### config.mk
export PLATFORM = sky130hd
export DESIGN_NAME = ship_board_mem_flat
export DESIGN_NICKNAME = d
export VERILOG_FILES = /design/src/rtl/ship_board_mem_pkg.sv /design/src/rtl/ship_board_mem_if.sv /design/src/rtl/ship_board_mem_glyph_rom.sv /design/src/rtl/ship_board_mem.sv /design/src/flat_wrapper.sv
export SDC_FILE = /design/constraint.sdc
export NUM_CORES = 1
export LEC_CHECK = 0
export BUFFER_PORTS_ARGS = -buffer_cell sky130_fd_sc_hd__buf_2
export CORE_ASPECT_RATIO = 1.1
export CORE_MARGIN = 5
export CORE_UTILIZATION = 45
export CTS_CLUSTER_SIZE = 40
export DETAILED_ROUTE_END_ITERATION = 16
export GPL_ROUTABILITY_DRIVEN = 0
export PLACE_DENSITY_LB_ADDON = 0.25
export REMOVE_ABC_BUFFERS = 1
export SETUP_SLACK_MARGIN = 0.1
export SYNTH_ARGS = -nofsm -noshare
export SYNTH_HDL_FRONTEND = slang
export SYNTH_SLANG_ARGS = --single-unit
### constraint.sdc
create_clock -name clk -period 4.6 [get_ports clk]
set_clock_uncertainty 0.2 [all_clocks]
set_input_delay 0.23 -clock clk [delete_from_list [all_inputs] [get_ports clk]]
set_output_delay 0.23 -clock clk [all_outputs]
set_load 0.01 [all_outputs]
### src/rtl/ship_board_mem_pkg.sv
// Shared types, sizes and glyph geometry for the ship board memory and its glyph ROM.
package ship_pkg;

   localparam int CELLS       = 64;
   localparam int ADDR_W      = $clog2(CELLS);
   localparam int GLYPH_LINES = 32;
   localparam int LINE_W      = $clog2(GLYPH_LINES);
   localparam int GLYPH_W     = 48;
   localparam int GLYPH_PX    = GLYPH_W / 2;
   localparam int HITS_W      = $clog2(CELLS + 1);

   typedef enum logic [1:0] {
      EMPTY = 2'd0,
      SHIP  = 2'd1,
      HIT   = 2'd2,
      MISS  = 2'd3
   } cell_state_t;

   localparam logic [1:0] PIX_CLEAR = 2'b00;
   localparam logic [1:0] PIX_GREY  = 2'b01;
   localparam logic [1:0] PIX_WHITE = 2'b10;
   localparam logic [1:0] PIX_BLACK = 2'b11;

   localparam int BOX_ROW_LO  = 4;
   localparam int BOX_ROW_HI  = 27;
   localparam int BOX_PX_LO   = 2;
   localparam int BOX_PX_HI   = 21;
   localparam int MISS_ROW_LO = 12;
   localparam int MISS_ROW_HI = 19;
   localparam int MISS_PX_LO  = 8;
   localparam int MISS_PX_HI  = 15;

   // Two-bit code of pixel px (0 = leftmost) on glyph row line for a given cell state.
   function automatic logic [1:0] glyph_pixel(cell_state_t st, logic [LINE_W-1:0] line, int px);
      int   row;
      logic in_box;
      logic in_miss;
      row     = int'(line);
      in_box  = (row >= BOX_ROW_LO) && (row <= BOX_ROW_HI) &&
                (px >= BOX_PX_LO) && (px <= BOX_PX_HI);
      in_miss = (row >= MISS_ROW_LO) && (row <= MISS_ROW_HI) &&
                (px >= MISS_PX_LO) && (px <= MISS_PX_HI);
      case (st)
         SHIP:    glyph_pixel = in_box  ? PIX_GREY  : PIX_CLEAR;
         HIT:     glyph_pixel = in_box  ? PIX_WHITE : PIX_CLEAR;
         MISS:    glyph_pixel = in_miss ? PIX_BLACK : PIX_CLEAR;
         default: glyph_pixel = PIX_CLEAR;
      endcase
   endfunction

endpackage

### src/rtl/ship_board_mem_if.sv
// Drawer lookup, cell update and clear/status signals between the game side and the board memory.
interface ship_board_mem_if;
   import ship_pkg::*;

   logic [ADDR_W-1:0]  ship_xy_host;
   logic [ADDR_W-1:0]  ship_xy_guest;
   logic [LINE_W-1:0]  ship_line;
   logic               board_sel;
   logic [GLYPH_W-1:0] figure_pixels;

   logic               upd_valid;
   logic               upd_ready;
   logic               upd_board;
   logic [ADDR_W-1:0]  upd_addr;
   logic [1:0]         upd_state;

   logic               clear_req;
   logic [HITS_W-1:0]  hits_host;
   logic [HITS_W-1:0]  hits_guest;
   logic               busy;

   modport master (
      output ship_xy_host, ship_xy_guest, ship_line, board_sel,
      output upd_valid, upd_board, upd_addr, upd_state, clear_req,
      input  figure_pixels, upd_ready, hits_host, hits_guest, busy
   );

   modport slave (
      input  ship_xy_host, ship_xy_guest, ship_line, board_sel,
      input  upd_valid, upd_board, upd_addr, upd_state, clear_req,
      output figure_pixels, upd_ready, hits_host, hits_guest, busy
   );

endinterface

### src/rtl/ship_board_mem_glyph_rom.sv
// Glyph ROM forming read stage 2: registers one 48-bit glyph row, forced to zero while blank.
module ship_glyph_rom
   import ship_pkg::*;
(
   input  logic               clk,
   input  logic               rst,
   input  logic               blank,
   input  cell_state_t        state,
   input  logic [LINE_W-1:0]  line,
   output logic [GLYPH_W-1:0] row
);

   logic [GLYPH_W-1:0] row_next;

   genvar gi;
   generate
      for (gi = 0; gi < GLYPH_PX; gi++) begin : g_px
         assign row_next[GLYPH_W-1-2*gi -: 2] = glyph_pixel(state, line, gi);
      end
   endgenerate

   always_ff @(posedge clk or negedge rst) begin
      if (!rst) begin
         row <= '0;
      end else if (blank) begin
         row <= '0;
      end else begin
         row <= row_next;
      end
   end

endmodule

### src/rtl/ship_board_mem.sv
// Host/guest 8x8 cell storage with update handshake, clear engine, hit counters and 2-cycle glyph lookup.
// Optional SHIP_FOG_EN: guest SHIP cells render as EMPTY (stored state and counters unchanged).
module ship_board_mem
   import ship_pkg::*;
(
   input  logic             clk,
   input  logic             rst,
   ship_board_mem_if.slave  bus
);

   typedef enum logic {
      S_IDLE  = 1'b0,
      S_CLEAR = 1'b1
   } fsm_state_t;

   fsm_state_t         state_reg, state_next;
   logic [ADDR_W-1:0]  clr_cnt_reg, clr_cnt_next;
   logic               accept;
   logic               clear_entry;
   logic               clearing;
   cell_state_t        upd_new;
   logic [3:0]         rd_cells;
   logic [2*HITS_W-1:0] hits_all;
   cell_state_t        rd_state;
   cell_state_t        stage1_state_reg;
   logic [LINE_W-1:0]  stage1_line_reg;

   always_ff @(posedge clk or negedge rst) begin
      if (!rst) begin
         state_reg   <= S_CLEAR;
         clr_cnt_reg <= '0;
      end else begin
         state_reg   <= state_next;
         clr_cnt_reg <= clr_cnt_next;
      end
   end

   // A clear request always wins over a same-cycle update.
   always_comb begin
      state_next   = state_reg;
      clr_cnt_next = clr_cnt_reg;
      accept       = 1'b0;
      clear_entry  = 1'b0;
      case (state_reg)
         S_IDLE: begin
            if (bus.clear_req) begin
               state_next   = S_CLEAR;
               clr_cnt_next = '0;
               clear_entry  = 1'b1;
            end else begin
               accept = bus.upd_valid;
            end
         end
         S_CLEAR: begin
            if (bus.clear_req) begin
               clr_cnt_next = '0;
               clear_entry  = 1'b1;
            end else if (clr_cnt_reg == ADDR_W'(CELLS - 1)) begin
               state_next   = S_IDLE;
               clr_cnt_next = '0;
            end else begin
               clr_cnt_next = clr_cnt_reg + ADDR_W'(1);
            end
         end
         default: begin
            state_next   = S_CLEAR;
            clr_cnt_next = '0;
         end
      endcase
   end

   assign clearing      = (state_reg == S_CLEAR);
   assign bus.busy      = clearing;
   assign bus.upd_ready = (state_reg == S_IDLE) && !bus.clear_req;
   assign upd_new       = cell_state_t'(bus.upd_state);

   // Board 0 is host, board 1 is guest.
   genvar gi;
   generate
      for (gi = 0; gi < 2; gi++) begin : g_board
         cell_state_t       mem [CELLS];
         cell_state_t       old_cell;
         logic              wr_en;
         logic [ADDR_W-1:0] rd_addr;
         logic [HITS_W-1:0] hits_reg;

         assign wr_en    = accept && (bus.upd_board == 1'(gi));
         assign old_cell = mem[bus.upd_addr];
         assign rd_addr  = (gi == 0) ? bus.ship_xy_host : bus.ship_xy_guest;
         assign rd_cells[2*gi +: 2]          = mem[rd_addr];
         assign hits_all[gi*HITS_W +: HITS_W] = hits_reg;

         always_ff @(posedge clk) begin
            if (clearing) begin
               mem[clr_cnt_reg] <= EMPTY;
            end else if (wr_en) begin
               mem[bus.upd_addr] <= upd_new;
            end
         end

         always_ff @(posedge clk or negedge rst) begin
            if (!rst) begin
               hits_reg <= '0;
            end else if (clear_entry) begin
               hits_reg <= '0;
            end else if (wr_en) begin
               if (upd_new == HIT && old_cell != HIT) begin
                  hits_reg <= hits_reg + HITS_W'(1);
               end else if (upd_new != HIT && old_cell == HIT) begin
                  hits_reg <= hits_reg - HITS_W'(1);
               end
            end
         end
      end
   endgenerate

   assign bus.hits_host  = hits_all[0 +: HITS_W];
   assign bus.hits_guest = hits_all[HITS_W +: HITS_W];

   always_comb begin
      rd_state = cell_state_t'(rd_cells[{bus.board_sel, 1'b0} +: 2]);
`ifdef SHIP_FOG_EN
      if (bus.board_sel && rd_state == SHIP) begin
         rd_state = EMPTY;
      end
`endif
   end

   // Stage 1: cell state sampled before any same-edge write lands.
   always_ff @(posedge clk or negedge rst) begin
      if (!rst) begin
         stage1_state_reg <= EMPTY;
         stage1_line_reg  <= '0;
      end else begin
         stage1_state_reg <= rd_state;
         stage1_line_reg  <= bus.ship_line;
      end
   end

   ship_glyph_rom u_glyph_rom (
      .clk   (clk),
      .rst   (rst),
      .blank (clearing),
      .state (stage1_state_reg),
      .line  (stage1_line_reg),
      .row   (bus.figure_pixels)
   );

endmodule
### src/flat_wrapper.sv
// flat-port wrapper written by rule: the top's interface ports become plain ports
module ship_board_mem_flat import ship_pkg::*;
  (clk, rst, bus_ship_xy_host, bus_ship_xy_guest, bus_ship_line, bus_board_sel, bus_upd_valid, bus_upd_board, bus_upd_addr, bus_upd_state, bus_clear_req, bus_figure_pixels, bus_upd_ready, bus_hits_host, bus_hits_guest, bus_busy);
  ship_board_mem_if bus_i ();
  input  logic clk;
  input  logic rst;
  input wire logic [$bits(bus_i.ship_xy_host)-1:0] bus_ship_xy_host;
  input wire logic [$bits(bus_i.ship_xy_guest)-1:0] bus_ship_xy_guest;
  input wire logic [$bits(bus_i.ship_line)-1:0] bus_ship_line;
  input wire logic [$bits(bus_i.board_sel)-1:0] bus_board_sel;
  input wire logic [$bits(bus_i.upd_valid)-1:0] bus_upd_valid;
  input wire logic [$bits(bus_i.upd_board)-1:0] bus_upd_board;
  input wire logic [$bits(bus_i.upd_addr)-1:0] bus_upd_addr;
  input wire logic [$bits(bus_i.upd_state)-1:0] bus_upd_state;
  input wire logic [$bits(bus_i.clear_req)-1:0] bus_clear_req;
  output wire logic [$bits(bus_i.figure_pixels)-1:0] bus_figure_pixels;
  output wire logic [$bits(bus_i.upd_ready)-1:0] bus_upd_ready;
  output wire logic [$bits(bus_i.hits_host)-1:0] bus_hits_host;
  output wire logic [$bits(bus_i.hits_guest)-1:0] bus_hits_guest;
  output wire logic [$bits(bus_i.busy)-1:0] bus_busy;
  assign bus_i.ship_xy_host = bus_ship_xy_host;
  assign bus_i.ship_xy_guest = bus_ship_xy_guest;
  assign bus_i.ship_line = bus_ship_line;
  assign bus_i.board_sel = bus_board_sel;
  assign bus_i.upd_valid = bus_upd_valid;
  assign bus_i.upd_board = bus_upd_board;
  assign bus_i.upd_addr = bus_upd_addr;
  assign bus_i.upd_state = bus_upd_state;
  assign bus_i.clear_req = bus_clear_req;
  assign bus_figure_pixels = bus_i.figure_pixels;
  assign bus_upd_ready = bus_i.upd_ready;
  assign bus_hits_host = bus_i.hits_host;
  assign bus_hits_guest = bus_i.hits_guest;
  assign bus_busy = bus_i.busy;
  ship_board_mem u_core (.clk(clk), .rst(rst), .bus(bus_i));
endmodule
# [After elaboration in Yosys (flattened, before gate mapping)]
# Memories as Yosys holds them, arrays and structs flattened.
# Cells that the tools add are included.
[totals] wordCells=88 memories=2 regBits=76 in_bits=31 ram_bits=256 output_inout_bits=64
[op_classes] reduce_logical=18 eq_ne=11 n_lt_le_gt_ge=4 shifts=1 add_sub_neg=5 muxes=38 bitwise=2
[memory_table] name="u_core.g_board[0].mem" depth=64 width=2 read_ports=2 rd_ports_with_merged_regs=0 write_ports=1 line="ship_board_mem.sv:81" text="cell_state_t mem [CELLS];"
[memory_table] name="u_core.g_board[1].mem" depth=64 width=2 read_ports=2 rd_ports_with_merged_regs=0 write_ports=1 line="ship_board_mem.sv:81"
[op_table] operator="2-to-1 mux 7 bit" count=8
[op_table] operator="2-to-1 mux 44 bit" count=1
[op_table] operator="2-to-1 mux 6 bit" count=5
[op_table] operator="2-to-1 mux 1 bit" count=16
[op_table] operator="adder 7 x 1 -> 7 bit, second input constant" count=2
[op_table] operator="subtractor 7 x 1 -> 7 bit, second input constant" count=2
[op_table] operator="case mux 6 bit (2 select lines)" count=1
[op_table] operator="equality test 2 bit, second input constant" count=5
[op_table] operator="<= comparator 5 bit, second input constant" count=2
[op_table] operator="logical AND 1 bit" count=9
[op_table] operator="2-to-1 mux 2 bit" count=4
[op_table] operator="inequality test 2 bit, second input constant" count=4
[op_table] operator="adder 6 x 1 -> 6 bit, second input constant" count=1
[op_table] operator="equality test 6 bit, second input constant" count=1
[op_table] operator="case mux 2 bit (3 select lines)" count=1
[op_table] operator="nonzero test 3 bit" count=2
[op_table] operator="greater-or-equal comparator 5 x 3 -> 1 bit, second input constant" count=1
[op_table] operator="greater-or-equal comparator 5 x 4 -> 1 bit, second input constant" count=1
[op_table] operator="case mux 2 bit (2 select lines)" count=1
[op_table] operator="AND reduction 2 bit" count=2
[op_table] operator="nonzero test 2 bit" count=2
[op_table] operator="OR reduction 2 bit" count=2
[op_table] operator="indexed part select 4 x 3 -> 2 bit" count=1
[op_table] operator="equality test 2 x 1 -> 1 bit, second input constant" count=1
[op_table] operator="other kinds (3)" count=4

# [Depth between registers and ports, before layout]
# Gate-level depths: netlist of the first run.
[logic_depth] ltp_word=8 mapped_depth=18 ltp_nobuf=15

# [Modules after synthesis]
# From an unflattened synthesis of the first run, not the netlist that was laid out.
[hier_totals] cells_unflattened=1096 area_unflattened_um2=14833.0
[modules_own_cells] mod="ship_board_mem" cells_per_inst=1026 seq_area_each_um2=8389.3 n_inst=1 area_each_um2=14234.9
[modules_own_cells] mod="ship_glyph_rom" cells_per_inst=70 seq_area_each_um2=100.1 n_inst=1 area_each_um2=598.1

# [Worst setup path after synthesis of the first run]
# Ideal clock, no wire load.
[synth_timing] path_kind="input to register" startpoint="input port bus_upd_addr[0]" endpoint="register u_core.g_board[0].hits_reg[6] (netlist: u_core.bus.hits_host[6])" required_time_ps=4331 path_buffers=3 cell_stages=18 setup_time_ps=69 t_arrival_ps=3439 path_slack_ps=892 path_cell_list="clkbuf_1 -> buf_2 -> buf_2 -> nor2_1 -> a32oi_1 -> a21oi_1 -> a2111oi_0 -> o21ai_1 -> nand4_1 -> ha_1 -> inv_1 -> ha_1 -> nor2b_1 -> o21a_1 -> o21a_1 -> o2111ai_1 -> or4b_1 -> nand3_1"
[synth_between] elab_chain_len=6 word_cells_on_any_way=10 cone_classes="eq/ne (2); mux (3); reduce/logical (4); memory (1)"
[synth_rtl] item="from (decl)" line="flat_wrapper.sv:13" text="input wire logic [$bits(bus_i.upd_addr)-1:0] bus_upd_addr;"
[synth_rtl] item="memory (64 x 2 bit) (*)"
[synth_rtl] item="inequality test 2 bit" line="ship_board_mem.sv:107" text="if (upd_new == HIT && old_cell != HIT) begin"
[synth_rtl] item="logical AND 1 bit" line="ship_board_mem.sv:107"
[synth_rtl] item="2-to-1 mux 7 bit" line="ship_board_mem.sv:107"
[synth_rtl] item="2-to-1 mux 7 bit" line="ship_board_mem.sv:106" text="end else if (wr_en) begin"
[synth_rtl] item="2-to-1 mux 7 bit" line="ship_board_mem.sv:104" text="end else if (clear_entry) begin"
[synth_rtl] item="to (signal assigned)" line="ship_board_mem.sv:108" text="hits_reg <= hits_reg + HITS_W'(1);"
[synth_rtl] item="to (signal assigned)" line="ship_board_mem.sv:110" text="hits_reg <= hits_reg - HITS_W'(1);"
[synth_rtl] item="to (decl)" line="ship_board_mem.sv:85" text="logic [HITS_W-1:0] hits_reg;"
# Every way passes the cells marked *; elsewhere a longest branch is shown, timed or not. The select of a mux whose other input is x is not followed.
# A chain may end at the register's enable or synchronous reset.

==> results of run 1 <==
## stage by stage
stage | hold WS, ps | util (%) | power, mW
finish | 66.01 | 49.93 | 5.619
global route | 119.2 | 49.93 | 5.784
CTS | 75.87 | 49.93 | 5.645
detailed placement | 120.0 | 46.83 | 3.269
global placement | 126.2 | 46.83 | 3.266
floorplan | -265.6 | - | 3.067
## critical path, stage by stage, from the launching register on
cell       delay [ps]
edfxtp_1          380
nor2b_1           150
a221oi_1          300
a21oi_1           140
a2111oi_0         430
o21ai_1           120
nand4_1           210
ha_1              200
inv_1             130
ha_1              350
nor2b_1           140
o21a_1            180
o21a_1            220
o2111ai_1         180
or4b_1            450
nand3_1            80
## power by group through the flow
stage,clock network (mW),registers (mW),logic (mW)
finish,2.40,2.83,0.394
global placement,0,2.88,0.386
CTS,2.43,2.83,0.394
detailed placement,0,2.88,0.390
global route,2.53,2.83,0.427
floorplan,0,2.87,0.192
## kinds of logic (layout without fill, tap and decap cells)
family          Yosys count  in the layout  synth area share, %
buf+inv                 182            233                6.174
mux                      93             93                11.37
other cells               1              8              0.02507
fa+ha+maj                21             21                1.857
flops                   286            286                56.43
simple gates            412            412                14.29
xor+xnor                  9              9               0.5271
compound gates          204            204                9.328
## area by class of cell
type | count | area [µm²]
Multi-Input combinational cell | 747 | 5624
Tap cell | 432 | 540.5
Timing Repair Buffer | 110 | 643.1
Sequential cell | 286 | 8439
Inverter | 71 | 266.5
Clock buffer | 44 | 853.3
Fill cell | 2857 | 16530
Clock inverter | 8 | 120.1
## cell usage in the layout, fill, tap and decap left out, types with 30 or more instances in the layout
cell and n:
edfxtp_1 256, nor2_1 146, buf_2 83, nand2_1 73, inv_1 71, nor3b_1 63
mux4_2 53, a31oi_1 39, clkbuf_16 30
## what timing repair did
action / in CTS / in global routing
endpoints found under the hold margin: 37 / 0
hold buffers: 5 / 0
resized for setup: 0 / 0
## routing by layer
layer	track usage, %	up-vias
li1	-	4589
met1	26.78	5100
met2	34.67	357
met3	2.857	92
met4	6.313	2
met5	0	-
## worst paths after layout
path,startpoint,to,slack [ps],cells past startpoint
min reg2reg,u_core.bus.hits_guest[6]$_DFFE_PN0P_,u_core.bus.hits_guest[6]$_DFFE_PN0P_,270,1
max,u_core.g_board[0].mem[9][1]$_DFFE_PP_,u_core.bus.hits_host[6]$_DFFE_PN0P_,670,15
max reg2reg,u_core.g_board[0].mem[9][1]$_DFFE_PP_,u_core.bus.hits_host[6]$_DFFE_PN0P_,670,15
min in group clk,bus_ship_line[3],u_core.stage1_line_reg[3]$_DFF_PN0_,120,2
min,rst,u_core.bus.hits_guest[5]$_DFFE_PN0P_,70,2
max in group asynchronous,rst,u_core.stage1_line_reg[2]$_DFF_PN0_,3690,2
==> results by group, run 1 <==
Final layout
  • Layout cell share with drive strength beyond 1: 17.14%
  • Max FFs per register: 256
  • Final Instance Area: 16,490 µm²
  • Non-Filler Instances: 1,698
  • Top reg by flops: u_core.g_board.mem
  • N_diodes: 0
  • Layout net count: 1,296
  • Layout area overhead: 10.24%

GRT
  • First-pass GRT wire length: 58,650 µm
  • Pin count of the biggest net entering global routing: 56
  • Initial antenna violation count: 1
  • GRT Util Overall: 20.25%
  • Total gr overflow: 0
  • Vias in the first global route: 10,410

CTS
  • CTS sink cnt: 286
  • Worst-path clk slew: 60 ps
  • Root Buffer: clkbuf_16
  • TritonCTS clock tree: built
  • Clock Latency Late Sink: 540 ps
  • H-tree levels: 1
  • # Post-CTS Setup Buffers: 0
  • CTS buffer count: 28
  • Max clock buf depth: 3

Timing
  • Final count of hold timing violations: 0
  • Final worst setup slack: 672.7 ps
  • Slew @ Worst Pin: 989.0 ps
  • RSZ-0062 raised after global routing: no
  • Final period util: 85.38%
  • Final setup viols: 0
  • Final Critical Period: 3927 ps
  • Max-slew headroom: 34.07%
  • Total negative slack: 0 ps
  • Max Transition Viols Final: 0
  • Fmax: 254.6 MHz

Floorplan
  • Initial core utilization: 45.29%
  • Die ar.: 36,980 µm²
  • Standard-cell rows: 70
  • Die Y: 201.2 µm
  • Core area: 33,020 µm²
  • Top Ports: 95
  • Chip Width: 183.8 µm

Worst setup path
  • Critical path required time: 4880 ps
  • Setup CP Type: flip-flop to flip-flop
  • Crit-path max FO: 7
  • Critical Path Start Type: flip-flop
  • Critical Path AT: 4210 ps
  • CP endpoint kind: flip-flop

Yosys
  • Share of the synthesized area in the top cell type: 51.40%
  • Seq cells post-synth: 286
  • YS warnings: 0
  • Synthesized area: 14,960 µm²
  • Most frequent cell after synthesis: edfxtp_1
  • Synth cell count leaders: 256 x edfxtp_1, 146 x nor2_1, 73 x nand2_1
  • Dominant synthesized flop cell: edfxtp_1
  • Avg Cell Area, Syn: 12.38 µm²
  • Sequential fraction of the synthesis area: 56.43%
  • Area contributors post-synth: edfxtp_1 51%, mux4_2 8.0%, dfrtp_1 4.9%
  • Share of synthesized flip-flops with an asynchronous set or reset: 10.49%
  • Largest area contributor in the netlist: edfxtp_1
  • Post-synthesis cell type count: 69
  • EDFF count, synth: 256
  • Synth Instances: 1,208

Power
  • Power per cell area: 340.8 nW/µm²
  • Internal power: 4.388 mW
  • Max VDD drop: 0.2768 mV
  • Switching Share: 21.91%
  • Clock power share: 42.7%
  • Combinational power share: 7.0%
  • Pleak: 5.922 nW
  • Flop pwr share: 50.3%
  • Net Switching: 1.231 mW

Routing
  • ANT nets after route: 0
  • DR vias: 10,140
  • DR DRC count: 0
  • Highest Signal Layer: met5
  • Routed met3 length: 2250 µm
  • Post-Route WL: 37,960 µm
  • Pre-Repair DR Iteration Count: 7
  • Vias per cell: 5.972
  • Met2 wire len: 18,860 µm
  • M1 WL: 15,600 µm
  • Initial DRC Count: 844
  • Routed WL per cell: 22.36 µm

Worst hold path
  • Hold Path Class: primary input to asynchronous set/reset pin

Place
  • Detailed Place HPWL: 25,450 µm
  • Placed cells: 1,641
  • Port Buffers: 84
  • Post-place setup slack: 217.2 ps
  • Dpl cell area: 15,460 µm²

Run status
  • Status: complete, no violations

Run
  • Max-Cap Viols: 0
No activity file was read; power rests on OpenSTA's default activity.
==> inputs of run 2 (changes only) <==
--- a/config.mk
+++ b/config.mk
@@ -12,7 +12,7 @@
 export CTS_CLUSTER_SIZE = 40
 export DETAILED_ROUTE_END_ITERATION = 16
 export GPL_ROUTABILITY_DRIVEN = 0
-export PLACE_DENSITY_LB_ADDON = 0.25
+export PLACE_DENSITY = 0.73
 export REMOVE_ABC_BUFFERS = 1
 export SETUP_SLACK_MARGIN = 0.1
 export SYNTH_ARGS = -nofsm -noshare
==> run 2 against run 1 <==
  * Power fell by 0.72%
  * Worst hold slack improved by 2.3 ps
  * Register-to-register slack gained 20 ps
  * Final cell count decreased by 0.47%
  * Critical path type unchanged
  * Global-route usage shrank 0.78 points
  * Flip-flop and latch count is the same
  * Clock-buffer cell count down 16
==> results by group, run 2 (synthesized netlist as in run 1, its figures left out) <==
Run status
  • Status: complete, no violations (unchanged)

Floorplan
  • Die ar.: 36,980 µm² (unchanged)
  • Chip Width: 183.8 µm (unchanged)
  • Core area: 33,020 µm² (unchanged)
  • Standard-cell rows: 70 (unchanged)
  • Die Y: 201.2 µm (unchanged)
  • Top Ports: 95 (unchanged)
  • Initial core utilization: 45.29% (unchanged)

Timing
  • RSZ-0062 raised after global routing: no (unchanged)
  • Final worst setup slack: 690.9 ps (was 672.7 ps)
  • Max-slew headroom: 21.59% (was 34.07%)
  • Final period util: 84.98% (was 85.38%)
  • Final hold slack: 68.34 ps (was 66.01 ps)
  • Final Critical Period: 3909 ps (was 3927 ps)
  • Fmax: 255.8 MHz (was 254.6 MHz)
  • Slew @ Worst Pin: 1176 ps (was 989.0 ps)
  • Final setup viols: 0 (unchanged)
  • Max Transition Viols Final: 0 (unchanged)
  • Final count of hold timing violations: 0 (unchanged)
  • Total negative slack: 0 ps (unchanged)

Final layout
  • Final Instance Area: 16,400 µm² (was 16,490 µm²)
  • Layout area overhead: 9.646% (was 10.24%)
  • Top reg by flops: u_core.g_board.mem (unchanged)
  • Max FFs per register: 256 (unchanged)
  • Commonest cells after routing, fill and taps aside: 256 x edfxtp_1, 146 x nor2_1, 83 x buf_2, 73 x nand2_1, 71 x inv_1 (unchanged)
  • Most common cell after layout, fill and taps aside: edfxtp_1 (unchanged)
  • Layout cell share with drive strength beyond 1: 16.79% (was 17.14%)
  • Layout net count: 1,289 (was 1,296)

Worst setup path
  • Critical Path Start Type: flip-flop (unchanged)
  • Crit-path max FO: 7 (unchanged)
  • RR Startpoint: u_core.g_board[0].mem[12][1]$_DFFE_PP_ (was u_core.g_board[0].mem[9][1]$_DFFE_PP_)
  • Reg-to-Reg End: u_core.bus.hits_host[6]$_DFFE_PN0P_ (unchanged)
  • Critical path required time: 4870 ps (was 4880 ps)
  • R2R cell count: 15 (unchanged)
  • Critical path origin: u_core.g_board[0].mem[12][1]$_DFFE_PP_ (was u_core.g_board[0].mem[9][1]$_DFFE_PP_)
  • Setup crit end: u_core.bus.hits_host[6]$_DFFE_PN0P_ (unchanged)
  • Critical Path AT: 4180 ps (was 4210 ps)
  • Setup CP Type: flip-flop to flip-flop (unchanged)
  • CP endpoint kind: flip-flop (unchanged)
  • Reg2reg setup slack: 690 ps (was 670 ps)

Routing
  • Post-Route WL: 36,590 µm (was 37,960 µm)
  • Vias per cell: 6.038 (was 5.972)
  • Pre-Repair DR Iteration Count: 5 (was 7)
  • ANT nets after route: 0 (unchanged)
  • Routed WL per cell: 21.65 µm (was 22.36 µm)
  • DR DRC count: 0 (unchanged)
  • Initial DRC Count: 1,050 (was 844)
  • DR vias: 10,210 (was 10,140)

CTS
  • CTS buffer count: 26 (was 28)
  • Max clock buf depth: 3 (unchanged)
  • # Post-CTS Setup Buffers: 0 (unchanged)
  • Worst-path clk slew: 70 ps (was 60 ps)
  • Root Buffer: clkbuf_16 (unchanged)
  • TritonCTS clock tree: built (unchanged)
  • CTS sink cnt: 286 (unchanged)
  • Clock Latency Late Sink: 540 ps (about the same)
  • H-tree levels: 1 (unchanged)
  • Post-CTS resize count: 0 (unchanged)

Run
  • Max-Cap Viols: 0 (unchanged)

Power
  • Power per cell area: 340.2 nW/µm² (was 340.8 nW/µm²)
  • Max VDD drop: 0.2899 mV (was 0.2768 mV)
  • Pleak: 5.874 nW (was 5.922 nW)

Place
  • Dpl cell area: 15,410 µm² (was 15,460 µm²)
  • Post-place setup slack: 357.6 ps (was 217.2 ps)
  • Port Buffers: 84 (unchanged)
  • Detailed Place HPWL: 24,230 µm (was 25,450 µm)

GRT
  • Pin count of the biggest net entering global routing: 65 (was 56)
  • Grt peak-use layer: met2 (unchanged)
  • Initial antenna violation count: 2 (was 1)
  • GRT Util Overall: 19.47% (was 20.25%)
  • First-pass GRT wire length: 56,970 µm (was 58,650 µm)
  • Total gr overflow: 0 (unchanged)
  • Vias in the first global route: 10,380 (was 10,410)
  • Met1 Use GR: 24.77% (was 26.78%)
  • Grt met2 use: 32.38% (was 34.67%)
  • M3 GR Usage: 3.544% (was 2.857%)

Worst hold path
  • Hold Path Class: primary input to asynchronous set/reset pin (unchanged)
==> run 2: changes by cell type in the layout (fill, tap and decap cells not counted), sizes merged <==
cell,delta
clkinv,+8
clkbuf,-16
buf,-5
diode,+1
inv,+1
bufinv,+3
==> run 2: worst max-delay path, cell delays in order, from the launching register on <==
cell,delay (ps)
edfxtp_1,380
nor3b_1,150
a311oi_1,300
a211oi_1,100
a2111oi_0,400
o21ai_1,120
nand4_1,170
ha_1,330
inv_1,100
ha_1,320
nor2b_1,140
o21a_1,180
o21a_1,220
o2111ai_1,190
or4b_1,460
nand3_1,80
==> run 2: power by group <==
group	total, mW	internal, mW	switching (mW)
Combinational	0.390	0.138	0.251
Sequential	2.82	2.81	0.0150
Clock	2.37	1.41	0.959
==> run 2: layout make-up <==
class / instances / area [µm²]
clock buffers: 28 / 679.4
diodes: 1 / 2.502
fillers: 2759 / 16620
inverters: 71 / 266.5
repair buffers: 105 / 593.1
clock inverters: 20 / 252.7
flip-flops and latches: 286 / 8439
multi-input cells: 747 / 5624
well taps: 432 / 540.5
==> run 2: through the flow <==
step | total power, mW | utilization, % | instances
global route | 5.736 | 49.66 | 1690
finish | 5.579 | 49.66 | 1690
CTS | 5.596 | 49.66 | 1689
global placement | 3.254 | 46.68 | 1636
detailed placement | 3.259 | 46.68 | 1636
floorplan | 3.067 | - | 1104
==> run 2: worst min-delay path by stage <==
stage	end	slack, ps
after detailed placement	u_core.bus.hits_guest[4]$_DFFE_PN0P_	120
after global routing	u_core.bus.hits_guest[4]$_DFFE_PN0P_	140
after floorplan	u_core.bus.hits_guest[0]$_DFFE_PN0P_	-270
after global placement	u_core.bus.hits_guest[4]$_DFFE_PN0P_	110
after CTS	u_core.clr_cnt_reg[4]$_DFFE_PN0N_	80
final	u_core.bus.hits_host[0]$_DFFE_PN0P_	70
==> run 2: what timing repair did <==
| item | in CTS | in global routing |
|---|---|---|
| endpoints found under the hold margin | 37 | 0 |
| hold buffers | 5 | 0 |
| endpoints found under the setup margin | 0 | 0 |
==> run 2: per-layer routing <==
| metal | up-vias | share of wire, % |
|---|---|---|
| met2 | 461 | 49 |
| li1 | 4570 | - |
| met4 | 2 | 4.8 |
| met1 | 5070 | 39 |
| met5 | - | 0.019 |
| met3 | 102 | 7.8 |
==> inputs of run 3 (changes only) <==
==> constraint.sdc (replaced) <==
create_clock -name clk -period 3.7 [get_ports clk]
set_clock_uncertainty 0.2 [all_clocks]
set_input_delay 0.185 -clock clk [delete_from_list [all_inputs] [get_ports clk]]
set_output_delay 0.185 -clock clk [all_outputs]
set_load 0.01 [all_outputs]
==> run 3 against run 2 <==
  * Setup slack worse by 630 ps
  * Wire length grew 3.1%
  * Final cell count rose by 2.4%
  * Sequential share of layout area decreased by 1.5 points
  * Via count up 1.5%
  * Global-route usage rose by 0.44 points
  * Sequential power grew 24%
  * Worst hold slack got worse by 38 ps
  * Power grew 22%
  * Critical path depth unchanged
  * Cell area is 2.9% higher
  * First-iteration DRC count is 16% lower
  * Critical path type unchanged
  * Largest cell class unchanged
  * Highest routed layer unchanged
==> results by group, run 3 (synthesized netlist as in run 1, its figures left out) <==
Final layout
  • Layout net count: 1,328 (was 1,289)
  • Layout cell share with drive strength beyond 1: 21.53% (was 16.79%)
  • Layout area overhead: 12.85% (was 9.646%)
  • Max FFs per register: 256 (unchanged)
  • Top reg by flops: u_core.g_board.mem (unchanged)
  • Most common cell after layout, fill and taps aside: edfxtp_1 (unchanged)
  • Commonest cells after routing, fill and taps aside: 256 x edfxtp_1, 146 x nor2_1, 83 x buf_2, 73 x nand2_1, 70 x inv_1 (was 256 x edfxtp_1, 146 x nor2_1, 83 x buf_2, 73 x nand2_1, 71 x inv_1)

Timing
  • Final setup viols: 0 (unchanged)
  • Max-slew headroom: 45.28% (was 21.59%)
  • Final hold slack: 30.49 ps (was 68.34 ps)
  • Max Transition Viols Final: 0 (unchanged)
  • RSZ-0062 raised after global routing: yes (was no)
  • Final Critical Period: 3643 ps (was 3909 ps)
  • Final worst setup slack: 57.14 ps (was 690.9 ps)
  • Final period util: 98.46% (was 84.98%)
  • Final count of hold timing violations: 0 (unchanged)
  • Slew @ Worst Pin: 817.4 ps (was 1176 ps)
  • Fmax: 274.5 MHz (was 255.8 MHz)

Routing
  • Initial DRC Count: 883 (was 1,050)
  • Post-Route WL: 37,730 µm (was 36,590 µm)
  • DR vias: 10,350 (was 10,210)
  • Vias per cell: 5.985 (was 6.038)
  • Pre-Repair DR Iteration Count: 5 (unchanged)
  • Routed WL per cell: 21.81 µm (was 21.65 µm)
  • DR DRC count: 0 (unchanged)
  • ANT nets after route: 0 (unchanged)

Worst setup path
  • Critical path origin: u_core.g_board[0].mem[9][1]$_DFFE_PP_ (was u_core.g_board[0].mem[12][1]$_DFFE_PP_)
  • Setup crit end: u_core.bus.hits_host[6]$_DFFE_PN0P_ (unchanged)
  • CP endpoint kind: flip-flop (unchanged)
  • Crit-path max FO: 4 (was 7)
  • Buffers & Inverters on Critical Path: 1 (unchanged)
  • Slowest stage delay, CP: 460 ps (about the same)
  • Critical path required time: 3970 ps (was 4870 ps)
  • CP top delay family: compound AO/OA/AOI/OAI gates (unchanged)
  • Reg-to-Reg End: u_core.bus.hits_host[6]$_DFFE_PN0P_ (unchanged)
  • Critical Path Start Type: flip-flop (unchanged)
  • Setup CP Type: flip-flop to flip-flop (unchanged)
  • Crit-path cells: nor2b_1, a221oi_2, a21oi_2, a2111oi_2, o21ai_1, nand4_1, ha_2, inv_2, ha_4, nor2b_1, o21a_1, o21a_1, o2111ai_2, or4b_1, nand3_1 (was nor3b_1, a311oi_1, a211oi_1, a2111oi_0, o21ai_1, nand4_1, ha_1, inv_1, ha_1, nor2b_1, o21a_1, o21a_1, o2111ai_1, or4b_1, nand3_1)
  • Reg2reg setup slack: 60 ps (was 690 ps)
  • CP Depth: 15 (unchanged)
  • R2R cell count: 15 (unchanged)
  • RR Startpoint: u_core.g_board[0].mem[9][1]$_DFFE_PP_ (was u_core.g_board[0].mem[12][1]$_DFFE_PP_)
  • Critical Path AT: 3910 ps (was 4180 ps)
  • CP max-delay cell: or4b_1 (unchanged)

Floorplan
  • Standard-cell rows: 70 (unchanged)
  • Chip Width: 183.8 µm (unchanged)
  • Die ar.: 36,980 µm² (unchanged)
  • Die Y: 201.2 µm (unchanged)
  • Top Ports: 95 (unchanged)
  • Core area: 33,020 µm² (unchanged)
  • Initial core utilization: 45.29% (unchanged)

GRT
  • First-pass GRT wire length: 58,320 µm (was 56,970 µm)
  • Pin count of the biggest net entering global routing: 65 (unchanged)
  • GRT Util Overall: 19.91% (was 19.47%)
  • Total gr overflow: 0 (unchanged)
  • Vias in the first global route: 10,710 (was 10,380)
  • Initial antenna violation count: 4 (was 2)

Place
  • Detailed Place HPWL: 25,710 µm (was 24,230 µm)
  • Post-place setup slack: -254.4 ps (was 357.6 ps)
  • Port Buffers: 84 (unchanged)

Power
  • Pleak: 6.096 nW (was 5.874 nW)
  • Power per cell area: 404.3 nW/µm² (was 340.2 nW/µm²)
  • Max VDD drop: 0.3176 mV (was 0.2899 mV)

Run status
  • Status: complete, no violations (unchanged)

CTS
  • CTS buffer count: 27 (was 26)
  • TritonCTS clock tree: built (unchanged)
  • Root Buffer: clkbuf_16 (unchanged)
  • H-tree levels: 1 (unchanged)
  • Max clock buf depth: 3 (unchanged)
  • Clock Latency Late Sink: 530 ps (was 540 ps)
  • Worst-path clk slew: 70 ps (about the same)
  • CTS sink cnt: 286 (unchanged)

Run
  • Max-Cap Viols: 0 (unchanged)

Worst hold path
  • Hold Path Class: primary input to asynchronous set/reset pin (unchanged)
==> run 3: changes by cell type in the layout (fill, tap and decap cells not counted), moves of 3 or more <==
cell	change
buf_12	+6
buf_4	+32
clkinv_1	-5
nor3b_2	+13
bufinv_16	-5
ha_1	-3
clkbuf_1	+3
clkbuf_8	+3
nor3b_1	-13
clkinv_4	+3
clkinv_2	-3
==> run 3: how the worst min path moves through the flow <==
stage / start / end / cells past startpoint
final: rst / u_core.bus.hits_guest[0]$_DFFE_PN0P_ / 2
after global routing: bus_ship_line[3] / u_core.stage1_line_reg[3]$_DFF_PN0_ / 2
after CTS: rst / u_core.bus.hits_guest[0]$_DFFE_PN0P_ / 2
after detailed placement: rst / u_core.bus.hits_guest[0]$_DFFE_PN0P_ / 1
after global placement: rst / u_core.bus.hits_guest[5]$_DFFE_PN0P_ / 1
after floorplan: rst / u_core.bus.hits_guest[0]$_DFFE_PN0P_ / 0
==> run 3: final cells by class <==
class / instances / area, µm²
repair buffers: 143 / 953.4
clock buffers: 36 / 782.0
inverters: 71 / 266.5
multi-input cells: 747 / 5767
well taps: 432 / 540.5
diodes: 2 / 5.005
fillers: 2755 / 16140
clock inverters: 13 / 123.9
flip-flops and latches: 286 / 8439
==> run 3: repair_timing <==
| action | 4_1_cts | 5_1_grt |
|---|---|---|
| hold buffers | 5 | 0 |
| endpoints found under the setup margin | 3 | 4 |
| resized for setup | 3 | 25 |
| setup buffers | 0 | 1 |
| endpoints found under the hold margin | 40 | 0 |
| pin swaps | 3 | 13 |
==> run 3: metal layers <==
metal | wire (µm) | GRT usage (%)
met1 | 14350 | 24.70
met2 | 19410 | 35.23
met3 | 2751 | 3.526
met4 | 1199 | 6.445
met5 | 20 | 0
==> run 3: per-stage QoR <==
stage          power (mW)  std cells  cell area [µm²]  util (%)  TNS, ps
3_3_place_gp        4.077       1673            15770     47.75   -217.9
4_1_cts             6.837       1727            16730     50.68        0
3_5_place_dp        4.089       1673            15770     47.75   -564.5
2_1_floorplan       3.813       1104            14330         -        0
6_report            6.823       1730            16880     51.11        0
5_1_grt             7.039       1730            16880     51.11   -50.29
==> run 3: power by group <==
| group | switching, mW | leakage, nW | internal (mW) |
|---|---|---|---|
| Clock | 1.21 | 0.435 | 1.58 |
| Sequential | 0.0189 | 3.09 | 3.49 |
| Combinational | 0.324 | 2.57 | 0.204 |
